### src/rtl/timer_pkg.sv
// Shared definitions for the timer register front end: register offsets,
// CTRL bit positions, the CTRL register layout and a byte-enable merge helper.
package timer_pkg;

  localparam logic [7:0] TMR_CTRL_OFF   = 8'h00;
  localparam logic [7:0] TMR_LOAD_OFF   = 8'h04;
  localparam logic [7:0] TMR_VALUE_OFF  = 8'h08;
  localparam logic [7:0] TMR_STATUS_OFF = 8'h0C;
  localparam logic [7:0] TMR_IRQCNT_OFF = 8'h10;

  localparam int CTRL_EN_BIT   = 0;
  localparam int CTRL_MODE_BIT = 1;
  localparam int CTRL_IE_BIT   = 2;

  typedef struct packed {
    logic ie;
    logic mode;
    logic en;
  } ctrl_t;

  function automatic logic [31:0] apply_be(input logic [31:0] cur,
                                           input logic [31:0] wdata,
                                           input logic [3:0]  be);
    logic [31:0] res;
    res = cur;
    for (int i = 0; i < 4; i++) begin
      if (be[i]) begin
        res[8*i +: 8] = wdata[8*i +: 8];
      end else begin
        res[8*i +: 8] = cur[8*i +: 8];
      end
    end
    return res;
  endfunction

endpackage

### src/rtl/timer_ctrl_regs_if.sv
// Core data bus (req/gnt/rvalid) between the core and the timer register block.
interface timer_ctrl_regs_if #(
  parameter int AW = 8
) ();
  logic          req;
  logic          we;
  logic [AW-1:0] addr;
  logic [3:0]    be;
  logic [31:0]   wdata;
  logic          gnt;
  logic          rvalid;
  logic [31:0]   rdata;
  logic          err;

  modport master (output req, we, addr, be, wdata, input gnt, rvalid, rdata, err);
  modport slave  (input req, we, addr, be, wdata, output gnt, rvalid, rdata, err);
endinterface

### src/rtl/timer_evt_detect.sv
// Rising-edge detector feeding a sticky pending flag; a new edge beats a
// same-cycle clear so no interrupt is ever lost.
module timer_evt_detect (
  input  logic clk,
  input  logic rstn,
  input  logic evt_in,
  input  logic clr,
  output logic flag,
  output logic set_pulse
);

  logic prev_r;
  logic flag_r;
  logic set_s;

  assign set_s     = evt_in & ~prev_r;
  assign set_pulse = set_s;
  assign flag      = flag_r;

  always_ff @(posedge clk or negedge rstn) begin
    if (!rstn) begin
      prev_r <= 1'b0;
      flag_r <= 1'b0;
    end else begin
      prev_r <= evt_in;
      flag_r <= set_s | (flag_r & ~clr);
    end
  end

endmodule

### src/rtl/timer_ctrl_regs.sv
// Bus register front end for the peripheral timer counter.
// Optional IRQCNT register at 0x10 is built when TIMER_IRQ_COUNT_EN is defined.
module timer_ctrl_regs
  import timer_pkg::*;
#(
  parameter int          AW       = 8,
  parameter logic [31:0] LOAD_RST = 32'hFFFF_FFFF
) (
  input  logic                   clk,
  input  logic                   rstn,
  timer_ctrl_regs_if.slave       bus,
  output logic                   timer_enable,
  output logic                   timer_mode,
  output logic [31:0]            timer_load_count,
  input  logic [31:0]            timer_current_value,
  input  logic                   timer_irq_in,
  output logic                   irq_o
);

  ctrl_t          ctrl_r;
  logic [31:0]    load_r;
  logic           rvalid_r;
  logic [31:0]    rdata_r;
  logic           err_r;
  logic [AW-1:0]  word_addr_s;
  logic           wr_s;
  logic           sel_ctrl_s;
  logic           sel_load_s;
  logic           sel_status_s;
  logic           mapped_s;
  logic [31:0]    rd_data_s;
  logic           status_clr_s;
  logic           pend_s;
  logic           pend_set_s;
  logic           unused_bits_s;
`ifdef TIMER_IRQ_COUNT_EN
  logic           sel_irqcnt_s;
  logic [31:0]    irqcnt_r;
`endif

  assign word_addr_s  = {bus.addr[AW-1:2], 2'b00};
  assign wr_s         = bus.req & bus.we;
  assign status_clr_s = wr_s & sel_status_s & bus.be[0] & bus.wdata[0];

  // Address decode and read-data selection
  always_comb begin
    sel_ctrl_s   = 1'b0;
    sel_load_s   = 1'b0;
    sel_status_s = 1'b0;
    mapped_s     = 1'b1;
    rd_data_s    = 32'h0000_0000;
`ifdef TIMER_IRQ_COUNT_EN
    sel_irqcnt_s = 1'b0;
`endif
    case (word_addr_s)
      AW'(TMR_CTRL_OFF): begin
        sel_ctrl_s = 1'b1;
        rd_data_s  = {29'h0, ctrl_r};
      end
      AW'(TMR_LOAD_OFF): begin
        sel_load_s = 1'b1;
        rd_data_s  = load_r;
      end
      AW'(TMR_VALUE_OFF): begin
        rd_data_s = timer_current_value;
      end
      AW'(TMR_STATUS_OFF): begin
        sel_status_s = 1'b1;
        rd_data_s    = {31'h0, pend_s};
      end
`ifdef TIMER_IRQ_COUNT_EN
      AW'(TMR_IRQCNT_OFF): begin
        sel_irqcnt_s = 1'b1;
        rd_data_s    = irqcnt_r;
      end
`endif
      default: begin
        mapped_s = 1'b0;
      end
    endcase
  end

  // CTRL/LOAD registers; only byte 0 of CTRL holds implemented bits
  always_ff @(posedge clk or negedge rstn) begin
    if (!rstn) begin
      ctrl_r <= '0;
      load_r <= LOAD_RST;
    end else begin
      if (wr_s && sel_ctrl_s && bus.be[0]) begin
        ctrl_r <= bus.wdata[2:0];
      end
      if (wr_s && sel_load_s) begin
        load_r <= apply_be(load_r, bus.wdata, bus.be);
      end
    end
  end

  // One response per grant, presented the cycle after acceptance
  always_ff @(posedge clk or negedge rstn) begin
    if (!rstn) begin
      rvalid_r <= 1'b0;
      rdata_r  <= 32'h0000_0000;
      err_r    <= 1'b0;
    end else begin
      rvalid_r <= bus.req;
      rdata_r  <= (bus.req && !bus.we && mapped_s) ? rd_data_s : 32'h0000_0000;
      err_r    <= bus.req & ~mapped_s;
    end
  end

  timer_evt_detect u_evt (
    .clk       (clk),
    .rstn      (rstn),
    .evt_in    (timer_irq_in),
    .clr       (status_clr_s),
    .flag      (pend_s),
    .set_pulse (pend_set_s)
  );

`ifdef TIMER_IRQ_COUNT_EN
  // Interrupt event counter; a software write wins over a same-cycle event
  always_ff @(posedge clk or negedge rstn) begin
    if (!rstn) begin
      irqcnt_r <= 32'h0000_0000;
    end else if (wr_s && sel_irqcnt_s) begin
      irqcnt_r <= 32'h0000_0000;
    end else if (pend_set_s) begin
      irqcnt_r <= irqcnt_r + 32'd1;
    end
  end
  assign unused_bits_s = ^bus.addr[1:0];
`else
  assign unused_bits_s = ^{bus.addr[1:0], pend_set_s};
`endif

  assign bus.gnt          = bus.req;
  assign bus.rvalid       = rvalid_r;
  assign bus.rdata        = rdata_r;
  assign bus.err          = err_r;
  assign timer_enable     = ctrl_r.en;
  assign timer_mode       = ctrl_r.mode;
  assign timer_load_count = load_r;
  assign irq_o            = pend_s & ctrl_r.ie;

endmodule

### src/flat_wrapper.sv
// flat-port wrapper written by rule: the top's interface ports become plain ports
module timer_ctrl_regs_flat import timer_pkg::*;
#(
  parameter int          AW       = 8,
  parameter logic [31:0] LOAD_RST = 32'hFFFF_FFFF
)
  (clk, rstn, timer_enable, timer_mode, timer_load_count, timer_current_value, timer_irq_in, irq_o, bus_req, bus_we, bus_addr, bus_be, bus_wdata, bus_gnt, bus_rvalid, bus_rdata, bus_err);
  timer_ctrl_regs_if #(.AW(AW)) bus_i ();
  input  logic clk;
  input  logic rstn;
  output logic timer_enable;
  output logic timer_mode;
  output logic [31:0] timer_load_count;
  input  logic [31:0] timer_current_value;
  input  logic timer_irq_in;
  output logic irq_o;
  input wire logic [$bits(bus_i.req)-1:0] bus_req;
  input wire logic [$bits(bus_i.we)-1:0] bus_we;
  input wire logic [$bits(bus_i.addr)-1:0] bus_addr;
  input wire logic [$bits(bus_i.be)-1:0] bus_be;
  input wire logic [$bits(bus_i.wdata)-1:0] bus_wdata;
  output wire logic [$bits(bus_i.gnt)-1:0] bus_gnt;
  output wire logic [$bits(bus_i.rvalid)-1:0] bus_rvalid;
  output wire logic [$bits(bus_i.rdata)-1:0] bus_rdata;
  output wire logic [$bits(bus_i.err)-1:0] bus_err;
  assign bus_i.req = bus_req;
  assign bus_i.we = bus_we;
  assign bus_i.addr = bus_addr;
  assign bus_i.be = bus_be;
  assign bus_i.wdata = bus_wdata;
  assign bus_gnt = bus_i.gnt;
  assign bus_rvalid = bus_i.rvalid;
  assign bus_rdata = bus_i.rdata;
  assign bus_err = bus_i.err;
  timer_ctrl_regs #(.AW(AW), .LOAD_RST(LOAD_RST)) u_core (.clk(clk), .rstn(rstn), .bus(bus_i), .timer_enable(timer_enable), .timer_mode(timer_mode), .timer_load_count(timer_load_count), .timer_current_value(timer_current_value), .timer_irq_in(timer_irq_in), .irq_o(irq_o));
endmodule
### config.mk
export PLATFORM = sky130hd
export DESIGN_NAME = timer_ctrl_regs_flat
export DESIGN_NICKNAME = d
export VERILOG_FILES = /design/src/rtl/timer_pkg.sv /design/src/rtl/timer_ctrl_regs_if.sv /design/src/rtl/timer_evt_detect.sv /design/src/rtl/timer_ctrl_regs.sv /design/src/flat_wrapper.sv
export SDC_FILE = /design/constraint.sdc
export NUM_CORES = 1
export LEC_CHECK = 0
export CORE_UTILIZATION = 43
export CTS_CLUSTER_SIZE = 28
export DETAILED_ROUTE_END_ITERATION = 16
export PLACE_DENSITY_LB_ADDON = 0.1
export SYNTH_ARGS = -nofsm -noshare
export SYNTH_HDL_FRONTEND = slang
export SYNTH_SLANG_ARGS = --single-unit
### constraint.sdc
create_clock -name clk -period 2.49 [get_ports clk]
set_clock_uncertainty 0.2 [all_clocks]
set_input_delay 0.3735 -clock clk [delete_from_list [all_inputs] [get_ports clk]]
set_output_delay 0.3735 -clock clk [all_outputs]
set_load 0.02 [all_outputs]
==> out/summary.txt <==
Run status - completed
ANT cells - 0
Hold_ws - 0.214 ns
Input/output buffers - 148
Final Util - 0.736
Synth top area share - 0.328
Pin count of the biggest net entering global routing - 72
Slowest cell on crit path - clkdlybuf4s50_1
Starting Density - 0.456
FP Rows - 29
Clock Pin Slew Worst Setup and Hold Paths - 0.07 ns
Die W - 85.2 um
Syn_nets - 322
Clk_lat worst skew - 0.33 ns
Worst Path Max Fanout - 6
Drt total wl - 7810 um
Placed standard-cell area - 4630 um^2
Post-detail-place hpwl - 5500 um
Leakage power - 1.90 nW
GRT Total Usage - 0.225
Sequential element share of the synthesized area - 0.611
Die Height - 85.2 um
Setup ws final - 0.322 ns
CTS resizes - 0
Internal power - 1.79 mW
TritonCTS Buffers - 9
Initial antenna violation count - 0
VDD IR max - 0.413 mV
Main synth FF type - dfrtp_1
Max incr delay on CP - 0.65 ns
Pre-CTS WS - 0.0492 ns
Worst rel slew slack - 0.714
Htree depth - 3
Crit path DAT - 1.59 ns
Minimum clock period after layout - 2.17 ns
Max Root-Sink Buffers - 2
Setup TNS - 0 ns
EDFF count, synth - 0
GRT overflow - 0
# setup viols final - 0
Worst slew pin tran - 0.426 ns
Fin. Hold Viols - 0
Die area - 7260 um^2
Post-Syn Instances - 241
Critical path type - in2out
Element type at the critical path end - output port
Synth top cells by count - nand3_1, dfrtp_1, mux2_2, dfstp_2, a21oi_1
Crit path cell chain - clkdlybuf4s50_1 -> clkdlybuf4s50_1
Total core area - 6530 um^2
Post-synth ARST share - 1.00
Most frequent CP cell - clkdlybuf4s50_1
Switch share - 0.242
Via Count - 2537
Layout cells sized above 1 - 0.270
Synth warn - 0
CTS sink count - 71
Crit-path leading delay family - buffers and inverters
Clock power share - 0.336
Power per cell area - 492 nW/um^2
Post-route cell area - 4810 um^2
Non-Filler Instances - 480
Seq cells post-synth - 71
DR pass1 iterations - 4
Area delta synth->final - 61.6%
Post-synth top area cell - dfrtp_1
Vias in the first global route - 2523
Syn avg cell area - 12.3 um^2
Synth unique cells - 23
Setup crit start kind - input port
Cell count after placement - 463
PnR Total Power - 2.37 mW
Fin crit share - 0.871
Root Driver - clkbuf_8
First DRT Iteration DRCs - 129
Critical Path RT - 1.92 ns
CTS tree - done
Drt drc - 0
Antenna Nets Post-Route - 0
Count leader, synth - nand3_1
Gate power share - 0.147
# Max-Cap Violations - 0
Synth top area cells - dfrtp_1, dfstp_2, mux2_2
First-pass GRT wire length - 12400 um
Worst min path class - reg2reg
Max Clk Rate - 461 MHz
WP buf/inv - 2
Mapped Area - 2980 um^2
RSZ-0062 raised after global routing - no
Boundary Pins - 151
Final Max Tran Viols - 0
Via density - 5.29
Sequential power share - 0.517
Layout Nets - 479
WL per Instance - 16.3 um
P_sw - 574 uW
RePlAce Congestion - 0.729
## cell type report
| class | instances | area [um^2] |
|---|---|---|
| clock buffers | 12 | 145 |
| clock inverters | 4 | 22.5 |
| fillers | 498 | 1720 |
| inverters | 1 | 3.75 |
| multi-input cells | 149 | 1070 |
| flip-flops and latches | 71 | 1820 |
| well taps | 77 | 96.3 |
| repair buffers | 166 | 1650 |
## cell families (layout without fill, tap and decap cells)
group	Yosys count	after routing	share of synthesized area
simple gates	78	78	0.155
flops	71	71	0.611
compound gates	33	33	0.0563
buf+inv	21	183	0.0311
mux	38	38	0.147
## state kept, by name (all words and copies together), names as in the netlist
| signal | count |
|---|---|
| u_core.bus.err | 1 |
| u_core.bus.rdata | 32 |
| u_core.bus.rvalid | 1 |
| u_core.ctrl_r | 1 |
| u_core.timer_enable | 1 |
| u_core.timer_load_count | 32 |
| u_core.timer_mode | 1 |
| u_core.u_evt.flag | 1 |
| u_core.u_evt.prev_r | 1 |
## path summary, 6_finish.rpt
check | startpoint | endpoint | slack (ns) | depth (start not counted)
max | bus_req | bus_gnt | 0.32 | 2
min | u_core.u_evt.prev_r | u_core.u_evt.flag | 0.21 | 1
max reg2reg | u_core.u_evt.flag | u_core.bus.rdata[0] | 1.17 | 2
min reg2reg | u_core.u_evt.prev_r | u_core.u_evt.flag | 0.21 | 1
max in group asynchronous | rstn | u_core.timer_load_count[1] | 1.35 | 3
min in group asynchronous | rstn | u_core.bus.rdata[28] | 0.40 | 3
## worst reg2reg max path, stage by stage, from the launching register on
cell     delay, ns
dfrtp_1       0.40
mux4_2        0.47
nor2b_1       0.14
## layout by cell type (no fill, tap or decap)
cell type	n
nand4_2	3
or2_2	2
dlygate4sd3_1	1
nand2_1	2
dfstp_2	32
clkinvlp_4	1
nor2b_2	2
buf_12	3
o21ai_0	1
and4_1	1
nor4_4	2
mux2_2	35
buf_2	1
o31ai_1	1
clkdlybuf4s50_1	147
or4_1	1
clkinv_2	3
clkbuf_8	10
clkbuf_1	2
nand3b_1	1
a21oi_1	31
nor2b_1	1
mux4_2	1
dfrtp_1	39
buf_4	14
inv_1	1
mux2i_1	2
nand3_1	60
and2_1	3
## routing by layer
metal	track usage	wire length, um	vias up
li1	-	-	1181
met1	0.265	3130	1246
met2	0.378	3940	97
met3	0.0671	591	13
met4	0.105	150	0
met5	0	0	-
## power by group through the flow
stage / clock (mW) / sequential, mW / combinational, mW
global placement: 0 / 1.24 / 0.345
global route: 0.876 / 1.23 / 0.369
finish: 0.794 / 1.22 / 0.347
CTS: 0.822 / 1.22 / 0.351
detailed placement: 0 / 1.24 / 0.348
floorplan: 0 / 1.28 / 0.0700
## timing repair
action | in CTS | in global routing
buffers inserted | 0 | 0
endpoints found under the setup margin | 0 | 0
hold buffers | 1 | 0
endpoints found under the hold margin | 39 | 0
Note: power is estimated with default switching activity, not from simulation.
